**src/rtl/music_player_stream.sv**
```systemverilog
// Streams packed flash words through a two-slot prefetch buffer and emits one
// SAMPLE_W-bit lane per startsamplenow strobe, forward or backward over a wrapping address window.
module music_player_stream #(
  parameter int ADDR_W   = 23,
  parameter int DATA_W   = 32,
  parameter int SAMPLE_W = 16,
  parameter logic [ADDR_W-1:0] START_ADDR = '0,
  parameter logic [ADDR_W-1:0] END_ADDR   = 23'h7FFFF
) (
  input  logic                  clk,
  input  logic                  reset,
  input  logic                  kybrd_forward,
  input  logic                  kybrd_pause,
  input  logic                  kybrd_restart,
  input  logic                  startsamplenow,
  output logic [ADDR_W-1:0]     flsh_address,
  output logic                  flsh_read,
  input  logic                  flsh_waitrequest,
  input  logic [DATA_W-1:0]     flsh_readdata,
  input  logic                  flsh_readdatavalid,
  output logic [DATA_W/8-1:0]   flsh_byteenable,
  output logic [SAMPLE_W-1:0]   audio_data,
  output logic                  audio_strobe,
  output logic                  underrun
);

  localparam int N      = DATA_W / SAMPLE_W;
  localparam int LANE_W = (N > 1) ? $clog2(N) : 1;
  localparam logic [LANE_W-1:0] LAST_LANE = LANE_W'(N - 1);

  localparam logic [1:0] S_IDLE = 2'd0;
  localparam logic [1:0] S_REQ  = 2'd1;
  localparam logic [1:0] S_WAIT = 2'd2;

  logic [1:0]          state, state_n;
  logic [ADDR_W-1:0]   ptr, addr;
  logic                req_dir, drop, read_q;

  logic                cur_valid, cur_valid_n;
  logic [DATA_W-1:0]   cur_word, cur_word_n;
  logic                cur_dir, cur_dir_n;
  logic [LANE_W-1:0]   cur_lane, cur_lane_n;
  logic                nxt_valid, nxt_valid_n;
  logic [DATA_W-1:0]   nxt_word, nxt_word_n;
  logic                nxt_dir, nxt_dir_n;

  logic                play, accept, capture, last_lane;
  logic [LANE_W-1:0]   lane_sel;
  logic [SAMPLE_W-1:0] sample;

  function automatic logic [ADDR_W-1:0] step_addr(input logic [ADDR_W-1:0] a,
                                                  input logic fwd);
    if (fwd)
      return (a == END_ADDR) ? START_ADDR : a + 1'b1;
    else
      return (a == START_ADDR) ? END_ADDR : a - 1'b1;
  endfunction

  // Restart overrides any sample request in the same cycle.
  assign play      = startsamplenow && !kybrd_pause && !kybrd_restart;
  assign accept    = (state == S_REQ) && !flsh_waitrequest;
  assign capture   = (state == S_WAIT) && flsh_readdatavalid && !drop && !kybrd_restart;
  assign last_lane = (cur_lane == LAST_LANE);
  assign lane_sel  = cur_dir ? cur_lane : LAST_LANE - cur_lane;
  assign sample    = cur_word[lane_sel*SAMPLE_W +: SAMPLE_W];

  assign flsh_address    = addr;
  assign flsh_read       = read_q;
  assign flsh_byteenable = '1;

  always_comb begin
    state_n = state;
    case (state)
      S_IDLE:  if (!kybrd_restart && !nxt_valid) state_n = S_REQ;
      S_REQ:   if (!flsh_waitrequest) state_n = S_WAIT;
      S_WAIT:  if (flsh_readdatavalid) state_n = S_IDLE;
      default: state_n = S_IDLE;
    endcase
  end

  // Consumption is applied before capture so a word arriving as CUR drains lands in CUR.
  always_comb begin
    cur_valid_n = cur_valid;
    cur_word_n  = cur_word;
    cur_dir_n   = cur_dir;
    cur_lane_n  = cur_lane;
    nxt_valid_n = nxt_valid;
    nxt_word_n  = nxt_word;
    nxt_dir_n   = nxt_dir;
    if (play && cur_valid) begin
      if (last_lane) begin
        cur_valid_n = nxt_valid;
        cur_word_n  = nxt_word;
        cur_dir_n   = nxt_dir;
        cur_lane_n  = '0;
        nxt_valid_n = 1'b0;
      end else begin
        cur_lane_n = cur_lane + 1'b1;
      end
    end
    if (capture) begin
      if (!cur_valid_n) begin
        cur_valid_n = 1'b1;
        cur_word_n  = flsh_readdata;
        cur_dir_n   = req_dir;
        cur_lane_n  = '0;
      end else begin
        nxt_valid_n = 1'b1;
        nxt_word_n  = flsh_readdata;
        nxt_dir_n   = req_dir;
      end
    end
    if (kybrd_restart) begin
      cur_valid_n = 1'b0;
      nxt_valid_n = 1'b0;
      cur_lane_n  = '0;
    end
  end

  always_ff @(posedge clk) begin
    if (reset) begin
      state        <= S_IDLE;
      read_q       <= 1'b0;
      addr         <= START_ADDR;
      ptr          <= START_ADDR;
      req_dir      <= 1'b1;
      drop         <= 1'b0;
      cur_valid    <= 1'b0;
      cur_word     <= '0;
      cur_dir      <= 1'b1;
      cur_lane     <= '0;
      nxt_valid    <= 1'b0;
      nxt_word     <= '0;
      nxt_dir      <= 1'b1;
      audio_data   <= '0;
      audio_strobe <= 1'b0;
      underrun     <= 1'b0;
    end else begin
      state  <= state_n;
      read_q <= (state_n == S_REQ);

      if (state == S_IDLE && state_n == S_REQ) begin
        addr    <= ptr;
        req_dir <= kybrd_forward;
      end

      // A request already committed when restart hit must not move the fresh pointer.
      if (kybrd_restart)
        ptr <= kybrd_forward ? START_ADDR : END_ADDR;
      else if (accept && !drop)
        ptr <= step_addr(addr, req_dir);

      if (kybrd_restart && (state == S_REQ || (state == S_WAIT && !flsh_readdatavalid)))
        drop <= 1'b1;
      else if (state == S_WAIT && flsh_readdatavalid)
        drop <= 1'b0;

      cur_valid <= cur_valid_n;
      cur_word  <= cur_word_n;
      cur_dir   <= cur_dir_n;
      cur_lane  <= cur_lane_n;
      nxt_valid <= nxt_valid_n;
      nxt_word  <= nxt_word_n;
      nxt_dir   <= nxt_dir_n;

      audio_strobe <= play && cur_valid;
      underrun     <= play && !cur_valid;
      if (play && cur_valid)
        audio_data <= sample;
    end
  end

endmodule

```
**config.mk**
```make
export PLATFORM = sky130hd
export DESIGN_NAME = music_player_stream
export DESIGN_NICKNAME = d
export VERILOG_FILES = /design/src/rtl/music_player_stream.sv
export SDC_FILE = /design/constraint.sdc
export NUM_CORES = 1
export LEC_CHECK = 0
export BUFFER_PORTS_ARGS = -buffer_cell sky130_fd_sc_hd__buf_2
export CORE_MARGIN = 2
export CORE_UTILIZATION = 55
export DETAILED_ROUTE_END_ITERATION = 6
export PLACE_DENSITY = 0.76
export SLEW_MARGIN = 15
export SYNTH_ARGS = -nofsm -noshare
export SYNTH_HDL_FRONTEND = slang
export SYNTH_SLANG_ARGS = --single-unit
```
**constraint.sdc**
```tcl
create_clock -name clk -period 3.25 [get_ports clk]
set_input_delay 0.975 -clock clk [delete_from_list [all_inputs] [get_ports clk]]
set_output_delay 0.975 -clock clk [all_outputs]
set_load 0.01 [all_outputs]
```
==> impl_metrics.env <==
export IMPL_post_cts_buffers=0
export IMPL_drt_iter0_markers=584
export IMPL_yosys_area_share_simple_pct=26.18
export IMPL_root_buffer="clkbuf_16"
export IMPL_ys_ff_latch=138
export IMPL_powerDensity_nw_per_um2=540.0
export IMPL_coreArea_um2=11860
export IMPL_syn_area_per_cell_um2=7.777
export IMPL_grt_use_total_pct=28.86
export IMPL_final_util_pct=64.42
export IMPL_path_delay_family="simple AND/OR/NAND/NOR gates"
export IMPL_crit_required_ns=3.53
export IMPL_r2r_start="flsh_address[12]$_SDFFE_PP0P_"
export IMPL_power_switching_mw=1.044
export IMPL_via_count=6477
export IMPL_drv_slew=0
export IMPL_wire_per_inst_um=17.62
export IMPL_maxCapViolations=0
export IMPL_start_kind="register"
export IMPL_fillCellCount=1031
export IMPL_rr_worst_depth=6
export IMPL_pre_cts_slack_ns=0.3966
export IMPL_cp_end_kind="register"
export IMPL_crit_type="register to register"
export IMPL_hpwlAfterDp_um=11930
export IMPL_timing_fmax_ghz=0.3865
export IMPL_yosysTopAreaCell="dfxtp_1"
export IMPL_syn_to_final_growth_pct=15.60
export IMPL_clockPowerShare_pct=46.4
export IMPL_grt_pass1_vias=6114
export IMPL_yosysSeqAreaShare_pct=41.79
export IMPL_final_common_cell="nand2_1"
export IMPL_gp_congestion=0.9518
export IMPL_clock_latency_ns=0.42
export IMPL_relSlewSlack_pct=40.31
export IMPL_worst_pin_slew_ns=0.8954
export IMPL_die_w_um=113.6
export IMPL_r2r_slack_ns=0.66
export IMPL_period_share_pct=79.60
export IMPL_antenna_found_initial=1
export IMPL_synthMuxAreaShare_pct=2.423
export IMPL_p_comb_share_pct=10.3
export IMPL_grt_pass1_wl_um=29940
export IMPL_rsz0062_at_grt="false"
export IMPL_ir_drop_uv=371.5
export IMPL_cp_arrival_ns=2.87
export IMPL_syn_inst=850
export IMPL_path_max_fanout=13
export IMPL_final_cell_mix="nand2_1, dfxtp_1, buf_2"
export IMPL_clkTransAtPathRegs_ns=0.06
export IMPL_routed_via_density=6.169
export IMPL_yosysWarnings=0
export IMPL_yosys_area_top_type_share_pct=41.79
export IMPL_hold_start="cur_valid$_SDFF_PP0_"
export IMPL_violations="DRC"
export IMPL_ys_flop_type="dfxtp_1"
export IMPL_cts_tree="yes"
export IMPL_synth_edf_count=0
export IMPL_htree_levels=4
export IMPL_rows=40
export IMPL_numClockSinks=138
export IMPL_dr_pass1_iters=7
export IMPL_internal_power_mw=3.082
export IMPL_finalCriticalPeriod_ns=2.587
export IMPL_numPortBuffers=81
export IMPL_hold_depth=1
export IMPL_route_detailed_drc=1
export IMPL_worstReg2RegEnd="ptr[7]$_SDFFE_PP0P_"
export IMPL_dieArea_um2=12910
export IMPL_start_util_pct=55.73
export IMPL_antenna_left=0
export IMPL_tns_ns=0
export IMPL_clock_skew_ns=0.007409
export IMPL_synthArstFlopShare_pct=0
export IMPL_ioPinCount=86
export IMPL_switching_share_pct=25.31
export IMPL_yosys_top_cells_area="dfxtp_1, nand2_1, a21oi_1"
export IMPL_whs_endpoint="underrun$_SDFF_PP0_"
export IMPL_ys_types=65
export IMPL_worstPathCellList="nand4_1 -> nor4_2 -> a21oi_1 -> buf_4 -> nand3b_1 -> a311oi_1"
export IMPL_numCtsBuffers=17
export IMPL_crit_buf_inv=1
export IMPL_setup_viol=0
export IMPL_drt_wl_total_um=18500
export IMPL_hold_class="register to register"
export IMPL_synth_fa_ha_area_share_pct=0.5679
export IMPL_cpPeakStageDelay_ns=0.69
export IMPL_grt_max_degree=68
export IMPL_cts_resized=0
export IMPL_die_h_um=113.6
export IMPL_nNetsFinal=932
export IMPL_ctsHoldBuffers=0
export IMPL_outcome="complete, but fails checks"
export IMPL_slowest_stage="nor4_2"
export IMPL_synth_xor_area_share_pct=2.385
export IMPL_synth_top_family_by_area="simple AND/OR/NAND/NOR gates"
export IMPL_grt_ovfl_total=0
export IMPL_synth_compound_gate_area_share_pct=20.78
export IMPL_hold_viol_final=0
export IMPL_setup_ws_ns=0.6628
export IMPL_netlist_area_um2=6610
export IMPL_pwr_share_seq_pct=43.2
export IMPL_p_leak_nw=2.864
export IMPL_drive_gt1_share_pct=15.96
export IMPL_clockBufferDepth=2
[metal layers]
metal  GRT usage [%]  up-vias  wire, um
li1                -     3101         -
met1           34.90     3043      7497
met2           49.46      291      9275
met3           6.642       42      1358
met4           12.28        0       372
met5               0        -         0
[cell families after synthesis]
family / count (synthesis)
flops: 138
compound gates: 207
mux: 16
xor+xnor: 18
simple gates: 373
other cells: 1
buf+inv: 94
fa+ha+maj: 3
[sequential cells by signal (all words and copies together), names as in the netlist]
name / flops
audio_strobe: 1
flsh_read: 1
underrun: 1
ptr: 23
flsh_address: 23
cur_dir: 1
cur_lane: 1
cur_word: 32
drop: 1
state: 2
req_dir: 1
nxt_valid: 1
audio_data: 16
nxt_word: 32
nxt_dir: 1
cur_valid: 1
[cell type report]
| class | instances | area [um^2] | share of cell area (%) |
|---|---|---|---|
| antenna | 1 | 2.502 | 0.03275 |
| clock buffer | 23 | 478.0 | 6.255 |
| clock inverter | 9 | 113.9 | 1.490 |
| inverter | 11 | 41.29 | 0.5404 |
| multi-input combinational | 621 | 3508 | 45.91 |
| sequential | 138 | 2763 | 36.16 |
| tap | 147 | 183.9 | 2.407 |
| timing repair buffer | 100 | 550.5 | 7.205 |
[power by group through the flow]
| stage | clock network [mW] | logic [mW] | registers, mW |
|---|---|---|---|
| after floorplan | 0 | 0.301 | 1.79 |
| after global placement | 0 | 0.407 | 1.82 |
| after detailed placement | 0 | 0.414 | 1.82 |
| after CTS | 1.94 | 0.418 | 1.78 |
| after global routing | 2.01 | 0.465 | 1.79 |
| final | 1.92 | 0.427 | 1.78 |
[worst max-delay path by stage]
stage               depth (start not counted)                    to                          start
CTS                                         5  ptr[19]$_SDFFE_PP0P_  flsh_address[12]$_SDFFE_PP0P_
global placement                            5  ptr[21]$_SDFFE_PP0P_               flsh_waitrequest
global route                                6   ptr[7]$_SDFFE_PP0P_  flsh_address[12]$_SDFFE_PP0P_
finish                                      6   ptr[7]$_SDFFE_PP0P_  flsh_address[12]$_SDFFE_PP0P_
floorplan                                   5  ptr[21]$_SDFFE_PP0P_               flsh_waitrequest
detailed placement                          5  ptr[19]$_SDFFE_PP0P_               flsh_waitrequest
[through the flow]
stage | area [um^2] | instances | power, mW | hold WS, ns
after detailed placement | 7047 | 1017 | 2.232 | 0.4401
after CTS | 7639 | 1049 | 4.139 | 0.4521
after global placement | 7047 | 1017 | 2.222 | 0.4353
after floorplan | 6621 | 853 | 2.095 | 0.4086
after global routing | 7641 | 1050 | 4.266 | 0.4687
final | 7641 | 1050 | 4.126 | 0.4504
[cell usage after synthesis, types with 5 or more instances]
| library cell | count |
|---|---|
| o211ai_1 | 5 |
| inv_1 | 10 |
| nor4_1 | 6 |
| nor3_1 | 21 |
| dfxtp_1 | 138 |
| mux2i_1 | 16 |
| buf_4 | 5 |
| o21ai_0 | 20 |
| xnor2_1 | 10 |
| buf_2 | 10 |
| a211oi_1 | 19 |
| nand3_1 | 44 |
| and4_1 | 5 |
| nand2_1 | 169 |
| a31oi_1 | 5 |
| nand4_1 | 13 |
| or4_1 | 5 |
| and3_1 | 5 |
| a21oi_1 | 79 |
| nor2_1 | 70 |
| a311oi_1 | 37 |
| clkbuf_1 | 67 |
| xor2_1 | 8 |
| o31ai_1 | 7 |
Note: power is estimated with default switching activity, not from simulation.
